--- config.mk ---
export PLATFORM = sky130hd
export DESIGN_NAME = seq_monitor_flat
export DESIGN_NICKNAME = d
export VERILOG_FILES = /design/src/rtl/seq_monitor_if.sv /design/src/rtl/seq_monitor.sv /design/src/flat_wrapper.sv
export SDC_FILE = /design/constraint.sdc
export NUM_CORES = 1
export LEC_CHECK = 0
export CAP_MARGIN = 20
export CORE_ASPECT_RATIO = 1.2
export CORE_MARGIN = 2
export CORE_UTILIZATION = 25
export DETAILED_ROUTE_END_ITERATION = 7
export GPL_TIMING_DRIVEN = 0
export PLACE_DENSITY = 0.4
export SLEW_MARGIN = 20
export SYNTH_ARGS = -nofsm -noshare
export SYNTH_HDL_FRONTEND = slang
export SYNTH_SLANG_ARGS = --single-unit
export TNS_END_PERCENT = 20
--- constraint.sdc ---
create_clock -name clk -period 3.7 [get_ports clk]
set_clock_uncertainty 0.1 [all_clocks]
set_input_delay 0.37 -clock clk [delete_from_list [all_inputs] [get_ports clk]]
set_output_delay 0.37 -clock clk [all_outputs]
set_load 0.02 [all_outputs]
--- src/rtl/seq_monitor_if.sv ---
// Sample bus between a 9-state counter and its sequence monitor, plus monitor status.
// Latency: none; wires only.
// Backpressure: none; in_valid qualifies each sample and there is no ready.
interface seq_monitor_if #(
   parameter int ERR_W = 8,
   parameter int LAP_W = 8
);
   // Sample side, driven by the counter or test harness.
   logic             in_valid;
   logic [3:0]       seq_in;
   logic             clear;

   // Status side, driven by the monitor.
   logic             locked;
   logic             err_pulse;
   logic             illegal_pulse;
   logic             lap_pulse;
   logic [ERR_W-1:0] err_count;
   logic [LAP_W-1:0] lap_count;

   // Counter / harness view.
   modport master (
      output in_valid, seq_in, clear,
      input  locked, err_pulse, illegal_pulse, lap_pulse, err_count, lap_count
   );

   // Monitor view.
   modport slave (
      input  in_valid, seq_in, clear,
      output locked, err_pulse, illegal_pulse, lap_pulse, err_count, lap_count
   );
endinterface

--- src/rtl/seq_monitor.sv ---
// Checks the 0,9,A,C,7,D,4,5,6 counter sequence: locks on, flags breaks, counts laps and errors.
// Latency: 1 cycle; every status output is registered on the edge that samples seq_in.
// Backpressure: none; edges with in_valid low are ignored entirely.
module seq_monitor #(
   parameter int LOCK_CNT = 3,
   parameter int ERR_W    = 8,
   parameter int LAP_W    = 8
) (
   input  logic          clk,
   input  logic          reset,
   seq_monitor_if.slave  mon
);

   typedef enum logic [1:0] {
      SEARCH = 2'd0,
      TRACK  = 2'd1,
      LOCKED = 2'd2
   } state_t;

   state_t           state;
   state_t           state_nxt;

   // prev holds the sequence index (0..8) of the last legal sample, not the raw code.
   logic [3:0]       prev;
   logic [3:0]       prev_nxt;
   logic [3:0]       good;
   logic [3:0]       good_nxt;

   logic             legal;
   logic [3:0]       idx;
   logic [3:0]       succ_prev;
   logic             match;
   logic [4:0]       good_inc;
   logic             lock_hit;

   logic             err_nxt;
   logic             illegal_nxt;
   logic             lap_nxt;

   logic             locked_q;
   logic             err_q;
   logic             illegal_q;
   logic             lap_q;
   logic [ERR_W-1:0] err_cnt;
   logic [LAP_W-1:0] lap_cnt;

   // Map the raw 4-bit code to its position in the sequence; the seven unused codes are illegal.
   always_comb begin
      legal = 1'b1;
      idx   = 4'd0;
      case (mon.seq_in)
         4'b0000: idx = 4'd0;
         4'b1001: idx = 4'd1;
         4'b1010: idx = 4'd2;
         4'b1100: idx = 4'd3;
         4'b0111: idx = 4'd4;
         4'b1101: idx = 4'd5;
         4'b0100: idx = 4'd6;
         4'b0101: idx = 4'd7;
         4'b0110: idx = 4'd8;
         default: legal = 1'b0;
      endcase
   end

   // Expected next index wraps 8 -> 0; match implies the sample was legal.
   assign succ_prev = (prev == 4'd8) ? 4'd0 : prev + 4'd1;
   assign match     = legal && (idx == succ_prev);
   // One extra bit so the compare cannot alias when good is at its ceiling.
   assign good_inc  = {1'b0, good} + 5'd1;
   assign lock_hit  = (good_inc == 5'(LOCK_CNT));

   // State register: FSM state plus the tracking context it reasons about.
   always_ff @(posedge clk or posedge reset) begin
      if (reset) begin
         state <= SEARCH;
         prev  <= 4'd0;
         good  <= 4'd0;
      end else begin
         state <= state_nxt;
         prev  <= prev_nxt;
         good  <= good_nxt;
      end
   end

   // Next-state logic: illegal codes always fall back to SEARCH, keeping prev untouched.
   always_comb begin
      state_nxt = state;
      prev_nxt  = prev;
      good_nxt  = good;
      if (mon.in_valid) begin
         if (!legal) begin
            state_nxt = SEARCH;
            good_nxt  = 4'd0;
         end else begin
            case (state)
               SEARCH: begin
                  // First legal code only seeds prev; it proves nothing yet.
                  prev_nxt  = idx;
                  good_nxt  = 4'd0;
                  state_nxt = TRACK;
               end
               TRACK: begin
                  prev_nxt = idx;
                  if (match) begin
                     good_nxt = good_inc[3:0];
                     if (lock_hit) begin
                        state_nxt = LOCKED;
                     end
                  end else begin
                     good_nxt = 4'd0;
                  end
               end
               LOCKED: begin
                  prev_nxt = idx;
                  if (!match) begin
                     // Any wrong legal code, including a repeat, drops lock but keeps tracking from it.
                     good_nxt  = 4'd0;
                     state_nxt = TRACK;
                  end
               end
               default: begin
                  state_nxt = SEARCH;
                  good_nxt  = 4'd0;
               end
            endcase
         end
      end
   end

   // Output decode: pulse conditions for this sample, registered below.
   always_comb begin
      err_nxt     = 1'b0;
      illegal_nxt = 1'b0;
      lap_nxt     = 1'b0;
      if (mon.in_valid) begin
         illegal_nxt = !legal;
         if (state == LOCKED) begin
            // An illegal code while locked is one error, not two.
            err_nxt = !match;
            lap_nxt = match && (idx == 4'd0);
         end
      end
   end

   // Status registers: pulses, lock flag and saturating counters; clear beats increment.
   always_ff @(posedge clk or posedge reset) begin
      if (reset) begin
         locked_q  <= 1'b0;
         err_q     <= 1'b0;
         illegal_q <= 1'b0;
         lap_q     <= 1'b0;
         err_cnt   <= '0;
         lap_cnt   <= '0;
      end else begin
         locked_q  <= (state_nxt == LOCKED);
         err_q     <= err_nxt;
         illegal_q <= illegal_nxt;
         lap_q     <= lap_nxt;
         if (mon.clear) begin
            err_cnt <= '0;
         end else if (err_nxt && (err_cnt != {ERR_W{1'b1}})) begin
            err_cnt <= err_cnt + 1'b1;
         end
         if (mon.clear) begin
            lap_cnt <= '0;
         end else if (lap_nxt && (lap_cnt != {LAP_W{1'b1}})) begin
            lap_cnt <= lap_cnt + 1'b1;
         end
      end
   end

   assign mon.locked        = locked_q;
   assign mon.err_pulse     = err_q;
   assign mon.illegal_pulse = illegal_q;
   assign mon.lap_pulse     = lap_q;
   assign mon.err_count     = err_cnt;
   assign mon.lap_count     = lap_cnt;

   // A lap needs a correct transition and an error needs a wrong one, so they are exclusive.
   a_lap_err_exclusive: assert property (@(posedge clk) disable iff (reset)
      !(mon.lap_pulse && mon.err_pulse));

endmodule

--- src/flat_wrapper.sv ---
// flat-port wrapper written by rule: the top's interface ports become plain ports
module seq_monitor_flat 
#(
   parameter int LOCK_CNT = 3,
   parameter int ERR_W    = 8,
   parameter int LAP_W    = 8
)
  (clk, reset, mon_in_valid, mon_seq_in, mon_clear, mon_locked, mon_err_pulse, mon_illegal_pulse, mon_lap_pulse, mon_err_count, mon_lap_count);
  seq_monitor_if #(.ERR_W(ERR_W), .LAP_W(LAP_W)) mon_i ();
  input  logic clk;
  input  logic reset;
  input wire logic [$bits(mon_i.in_valid)-1:0] mon_in_valid;
  input wire logic [$bits(mon_i.seq_in)-1:0] mon_seq_in;
  input wire logic [$bits(mon_i.clear)-1:0] mon_clear;
  output wire logic [$bits(mon_i.locked)-1:0] mon_locked;
  output wire logic [$bits(mon_i.err_pulse)-1:0] mon_err_pulse;
  output wire logic [$bits(mon_i.illegal_pulse)-1:0] mon_illegal_pulse;
  output wire logic [$bits(mon_i.lap_pulse)-1:0] mon_lap_pulse;
  output wire logic [$bits(mon_i.err_count)-1:0] mon_err_count;
  output wire logic [$bits(mon_i.lap_count)-1:0] mon_lap_count;
  assign mon_i.in_valid = mon_in_valid;
  assign mon_i.seq_in = mon_seq_in;
  assign mon_i.clear = mon_clear;
  assign mon_locked = mon_i.locked;
  assign mon_err_pulse = mon_i.err_pulse;
  assign mon_illegal_pulse = mon_i.illegal_pulse;
  assign mon_lap_pulse = mon_i.lap_pulse;
  assign mon_err_count = mon_i.err_count;
  assign mon_lap_count = mon_i.lap_count;
  seq_monitor #(.LOCK_CNT(LOCK_CNT), .ERR_W(ERR_W), .LAP_W(LAP_W)) u_core (.clk(clk), .reset(reset), .mon(mon_i));
endmodule
==> flow_summary.yaml, run 1 <==
clock_tree:
  cts_resized: 0
  cts.path.max_buffers: 2
  cts.sinks: 30
  clk_latency_ps: 280
  htree_levels: 2
  cts_tree: "yes"
  numCtsBuffers: 5
  cts_setup_buffers: 0
  postCtsHoldBufs: 0
  root_buffer: "clkbuf_8"
  clk_pin_slew_ps: 70
layout:
  final.fill_count: 808
  diodes: 0
  fin_nets: 267
  design_area_um2: 2450
  drive_gt1_frac: 0.123
  syn_to_final_growth_pct: 21.6
setup_path:
  crit_arrival_ps: 2970
  endpoint_kind: "register"
  required_ps: 3770
  crit_buf_inv: 2
  r2r-end: "u_core.mon.lap_count[0]"
  path_delay_family: "simple AND/OR/NAND/NOR gates"
  cp-startpoint: "u_core.prev[0]"
  r2r_slack_ps: 800
  worstSetupPathType: "reg2reg"
  cp_num_cells: 9
  worst_setup_path_start_kind: "register"
  slowest_stage: "dfrtp_1"
  endpoint: "u_core.mon.lap_count[0]"
  r2r_cells: 9
  cp_cell_sequence: "inv_1, ha_1, or4_1, a31oi_1, a211o_2, o221ai_4, buf_6, nor2_1, mux2_2"
  path_max_fanout: 10
  r2r-start: "u_core.prev[0]"
  critPathMaxStageDelay_ps: 470
global_routing:
  antenna_found_initial: 0
  grt_overflow_total: 0
  grt_pass1_vias: 1751
  grt_pass1_wl_um: 8580
  grt_max_degree: 31
  grt_usage: 0.122
timing:
  fin_crit_sh: 0.784
  whs_ps: 418
  final_hold_viol_count: 0
  tightest_slew_ps: 665
  period_minus_slack_ps: 2900
  slew_viol_final: 0
  rsz0062_at_grt: "no"
  setup_violations: 0
  tns_ps: 0
  clock.fmax_mhz: 345
  max_slew_margin: 0.556
synth:
  syn_area_per_cell_um2: 9.06
  synth_cell_types: 51
  synth_most_common_cell: "dfrtp_1"
  syn_inst: 222
  synth-seq-cells: 30
  seq_area_frac_synth: 0.373
  yosys-top-cells-area: "dfrtp_1, mux2_2, nor2_1"
  yosysTopAreaCell: "dfrtp_1"
  synth-main-ff-cell: "dfrtp_1"
  ys_warn_count: 0
  postSynthNetCount: 236
  synth_area_um2: 2010
  async_reset_ff_frac: 1.00
  netlist.area_leader.share: 0.373
  synth_enable_flop_cells: 0
  synth_common_cells: "dfrtp_1, nor2_1, nand2_1"
floorplanning:
  pin_count: 28
  die_w_um: 85.9
  rows: 35
  die-height_um: 102
  fp.coreArea_um2: 7750
  dieArea_um2: 8780
  start_util: 0.260
power:
  finalPower_uw: 735
  p_leak_uw: 0.000996
  ir_drop_mv: 0.118
  cellPowerDensity_nw_per_um2: 300
run_status:
  status: "finished, violations left"
  violations: "DRC"
placed_design:
  post_dp_cell_area_um2: 2370
  hpwl_um: 3550
  gp_congestion: 0.746
  portBuffers: 24
drt:
  first_iter_violations: 53
  detail-route-antenna-nets: 0
  vias_per_cell: 5.00
  num_vias: 1725
  dr.pass1.iters: 8
  wl_met2_um: 2420
  wl_met3_um: 145
  top_layer: "met4"
  wire_per_inst_um: 14.3
  totalWireLength_um: 4940
  drc: 2
  met1_length_um: 2350
flow_run:
  maxCapViolCount: 0
min_path:
  hp-class: "in2async"
[stage by stage]
stage | instances | util | setup slack, ps
2_1_floorplan | 222 | - | 1130
3_3_place_gp | 338 | 0.305 | 619
3_5_place_dp | 338 | 0.305 | 603
4_1_cts | 345 | 0.316 | 780
5_1_grt | 345 | 0.316 | 594
6_report | 345 | 0.316 | 800
[worst min-delay path by stage]
stage | end | slack (ps) | depth (start not counted)
after global routing | u_core.prev[0] | 450 | 4
after floorplan | u_core.good[0] | 360 | 1
after detailed placement | u_core.good[3] | 440 | 1
after CTS | u_core.prev[0] | 420 | 4
after global placement | u_core.good[3] | 430 | 1
final | u_core.mon.lap_count[5] | 420 | 2
[worst register-to-register path, delay by kind of cell, from the launching register on]
family | cells | cell delay [ps]
simple gates | 2 | 630
compound gates | 3 | 520
flops | 1 | 470
fa+ha+maj | 1 | 390
mux | 1 | 360
buf+inv | 2 | 310
[kinds of logic (layout without fill, tap and decap cells)]
| group | Yosys count | after routing | share of synthesized area |
|---|---|---|---|
| buffers and inverters | 21 | 52 | 0.0504 |
| xor gates and xnor gates | 2 | 2 | 0.00871 |
| AOI/OAI and AO/OA | 44 | 44 | 0.165 |
| adders and majority gates | 7 | 7 | 0.0423 |
| DFF | 30 | 30 | 0.373 |
| muxes | 17 | 17 | 0.0927 |
| and+or+nand+nor | 101 | 101 | 0.267 |
[per-layer routing]
metal | GRT usage | vias to the layer above
met5 | 0 | -
met4 | 0.0293 | 0
met3 | 0.0234 | 2
met2 | 0.205 | 27
met1 | 0.162 | 836
li1 | - | 860
[sequential cells by signal, indices dropped and copies added, names as in the netlist]
signal / cells
u_core.good: 4
u_core.mon.err_count: 8
u_core.mon.err_pulse: 1
u_core.mon.illegal_pulse: 1
u_core.mon.lap_count: 8
u_core.mon.lap_pulse: 1
u_core.mon.locked: 1
u_core.prev: 4
u_core.state: 2
[where the power goes]
group / internal, uW / leakage [uW] / switching [uW] / total [uW]
Sequential: 337 / 0.000412 / 13.9 / 351
Clock: 126 / 0.0000438 / 127 / 253
Combinational: 53.8 / 0.000540 / 77.5 / 131
Total: 517 / 0.000996 / 218 / 735
[layout make-up]
class | instances | area, um^2 | area share
buffer | 11 | 63.8 | 0.0261
clock buffer | 5 | 68.8 | 0.0281
clock inverter | 2 | 10.0 | 0.00409
inverter | 10 | 37.5 | 0.0153
multi-input combinational | 171 | 1160 | 0.474
sequential | 30 | 751 | 0.307
tap | 92 | 115 | 0.0471
timing repair buffer | 24 | 240 | 0.0982
[placed cells by master (no fill, tap or decap), types with 8 or more instances in the layout]
cell | netlist | routed
inv_1 | 10 | 9
nor2b_1 | 12 | 12
mux2_2 | 13 | 13
nor2_1 | 23 | 23
nand3_1 | 12 | 12
nand2_1 | 16 | 16
nand2b_1 | 11 | 11
dfrtp_1 | 30 | 30
a21oi_1 | 8 | 8
clkdlybuf4s50_1 | 0 | 24
Power figures use the tool's default switching activity.
==> inputs of run 2 (changes only) <==
clock period = 2.75 ns   (was 3.7 ns; I/O delays follow)
==> run 2 against run 1 <==
  * The flow still finishes with violations (DRC)
  * Register-to-register slack lost 670 ps
  * Sequential share of layout area is 0.53 points lower
  * Sequential power increased by 33%
  * Combinational power is 53% higher
  * Global-route usage up 0.20 points
  * Clock power is 35% higher
  * Cell area up 1.9%
  * Hold slack worse by 95 ps
  * Critical endpoint is now u_core.mon.lap_count[4]
  * Largest power group unchanged
==> flow_summary.yaml, run 2 (same netlist as run 1, synthesis figures left out) <==
setup_path:
  worstSetupPathType: "reg2reg"
  worst_setup_path_start_kind: "register"
  crit_buf_inv: 3
  r2r_cells: 10
  critPathMaxStageDelay_ps: 410
  endpoint_kind: "register"
  cp_num_cells: 10
  slowest_stage: "or4_1"
  cp_cell_sequence: "inv_1, ha_2, or4_1, a31oi_1, a211o_2, o221ai_4, buf_6, buf_4, o31ai_2, a21oi_1"
  required_ps: 2780
  path_max_fanout: 10
  path_delay_family: "compound AO/OA/AOI/OAI gates"
  crit_arrival_ps: 2650
global_routing:
  grt_usage: 0.124
  grt_overflow_total: 0
  grt_pass1_wl_um: 8690
  grt_pass1_vias: 1761
  grt_max_degree: 31
  antenna_found_initial: 0
drt:
  vias_per_cell: 4.93
  wire_per_inst_um: 14.4
  totalWireLength_um: 5030
  dr.pass1.iters: 7
  num_vias: 1721
  first_iter_violations: 51
  drc: 2
  detail-route-antenna-nets: 0
layout:
  diodes: 0
  syn_to_final_growth_pct: 23.9
  design_area_um2: 2490
  fin_nets: 271
  final.fill_count: 809
  drive_gt1_frac: 0.160
  final_common_cell: "dfrtp_1"
  layout_common_cells: "dfrtp_1, clkdlybuf4s50_1, nor2_1, nand2_1, mux2_2"
floorplanning:
  rows: 35
  die_w_um: 85.9
  dieArea_um2: 8780
  start_util: 0.260
  die-height_um: 102
  fp.coreArea_um2: 7750
  pin_count: 28
clock_tree:
  clk_latency_ps: 280
  root_buffer: "clkbuf_8"
  htree_levels: 2
  cts_tree: "yes"
  clk_pin_slew_ps: 70
  cts.path.max_buffers: 2
  numCtsBuffers: 5
  cts.sinks: 30
timing:
  clock.fmax_mhz: 382
  max_slew_margin: 0.555
  tightest_slew_ps: 667
  rsz0062_at_grt: "no"
  final_hold_viol_count: 0
  fin_crit_sh: 0.952
  period_minus_slack_ps: 2620
  slew_viol_final: 0
  setup_violations: 0
power:
  p_leak_uw: 0.00102
  ir_drop_mv: 0.160
  cellPowerDensity_nw_per_um2: 404
  finalPower_uw: 1010
run_status:
  violations: "DRC"
  status: "finished, violations left"
placed_design:
  portBuffers: 24
  gp_congestion: 0.746
  hpwl_um: 3550
  post_dp_cell_area_um2: 2370
min_path:
  hp-class: "in2async"
flow_run:
  maxCapViolCount: 0
run 2: area by class of cell:
cell class	count	area, um^2	area share
multi-input combinational	171	1170	0.471
inverter	10	37.5	0.0151
buffer	11	67.6	0.0271
sequential	30	752	0.302
clock inverter	2	10.0	0.00401
timing repair buffer	28	268	0.107
clock buffer	5	68.8	0.0276
tap	92	115	0.0462
run 2: worst reg2reg max path, delay by kind of cell (launching register included):
kind / cells / cell delay, ps
AO/OA/AOI/OAI: 5 / 810
adder cells (fa/ha/maj): 1 / 310
buffers and inverters: 3 / 440
flip-flops: 1 / 400
AND/OR/NAND/NOR: 1 / 410
run 2: path summary, 6_finish.rpt:
check | startpoint | end | slack [ps]
setup / recovery | u_core.prev[0] | u_core.mon.lap_count[4] | 130
hold / removal | reset | u_core.good[2] | 320
setup reg to reg | u_core.prev[0] | u_core.mon.lap_count[4] | 130
hold reg to reg | u_core.good[3] | u_core.good[3] | 450
max in group asynchronous | reset | u_core.prev[0] | 1760
min in group clk | mon_seq_in[1] | u_core.prev[0] | 340
run 2: through the flow:
stage | setup slack (ps) | util | TNS (ps) | hold slack [ps] | cells
after global routing | 6.93 | 0.322 | 0 | 355 | 349
after CTS | 50.8 | 0.319 | 0 | 324 | 348
after detailed placement | -252 | 0.305 | -2780 | 439 | 338
after floorplan | 182 | - | 0 | 266 | 222
after global placement | -236 | 0.305 | -2290 | 434 | 338
final | 133 | 0.322 | 0 | 323 | 349
run 2: repair_timing:
action / 4_1_cts / 5_1_grt
cloned: 1 / 0
hold buffers: 0 / 0
setup buffers: 2 / 1
resized for setup: 2 / 7
pin swaps: 1 / 2
setup endpoints to repair: 15 / 8
run 2: metal layers:
| layer | track usage | share of wire | vias up |
|---|---|---|---|
| met5 | 0 | 0 | - |
| met4 | 0.0293 | 0.0046 | 0 |
| met3 | 0.0234 | 0.030 | 2 |
| met2 | 0.210 | 0.50 | 27 |
| met1 | 0.163 | 0.47 | 829 |
| li1 | - | - | 863 |
run 2: where the power goes:
group / internal [uW] / total [uW] / switching [uW]
registers: 454 / 467 / 13.4
logic: 85.4 / 200 / 115
clock network: 170 / 341 / 171
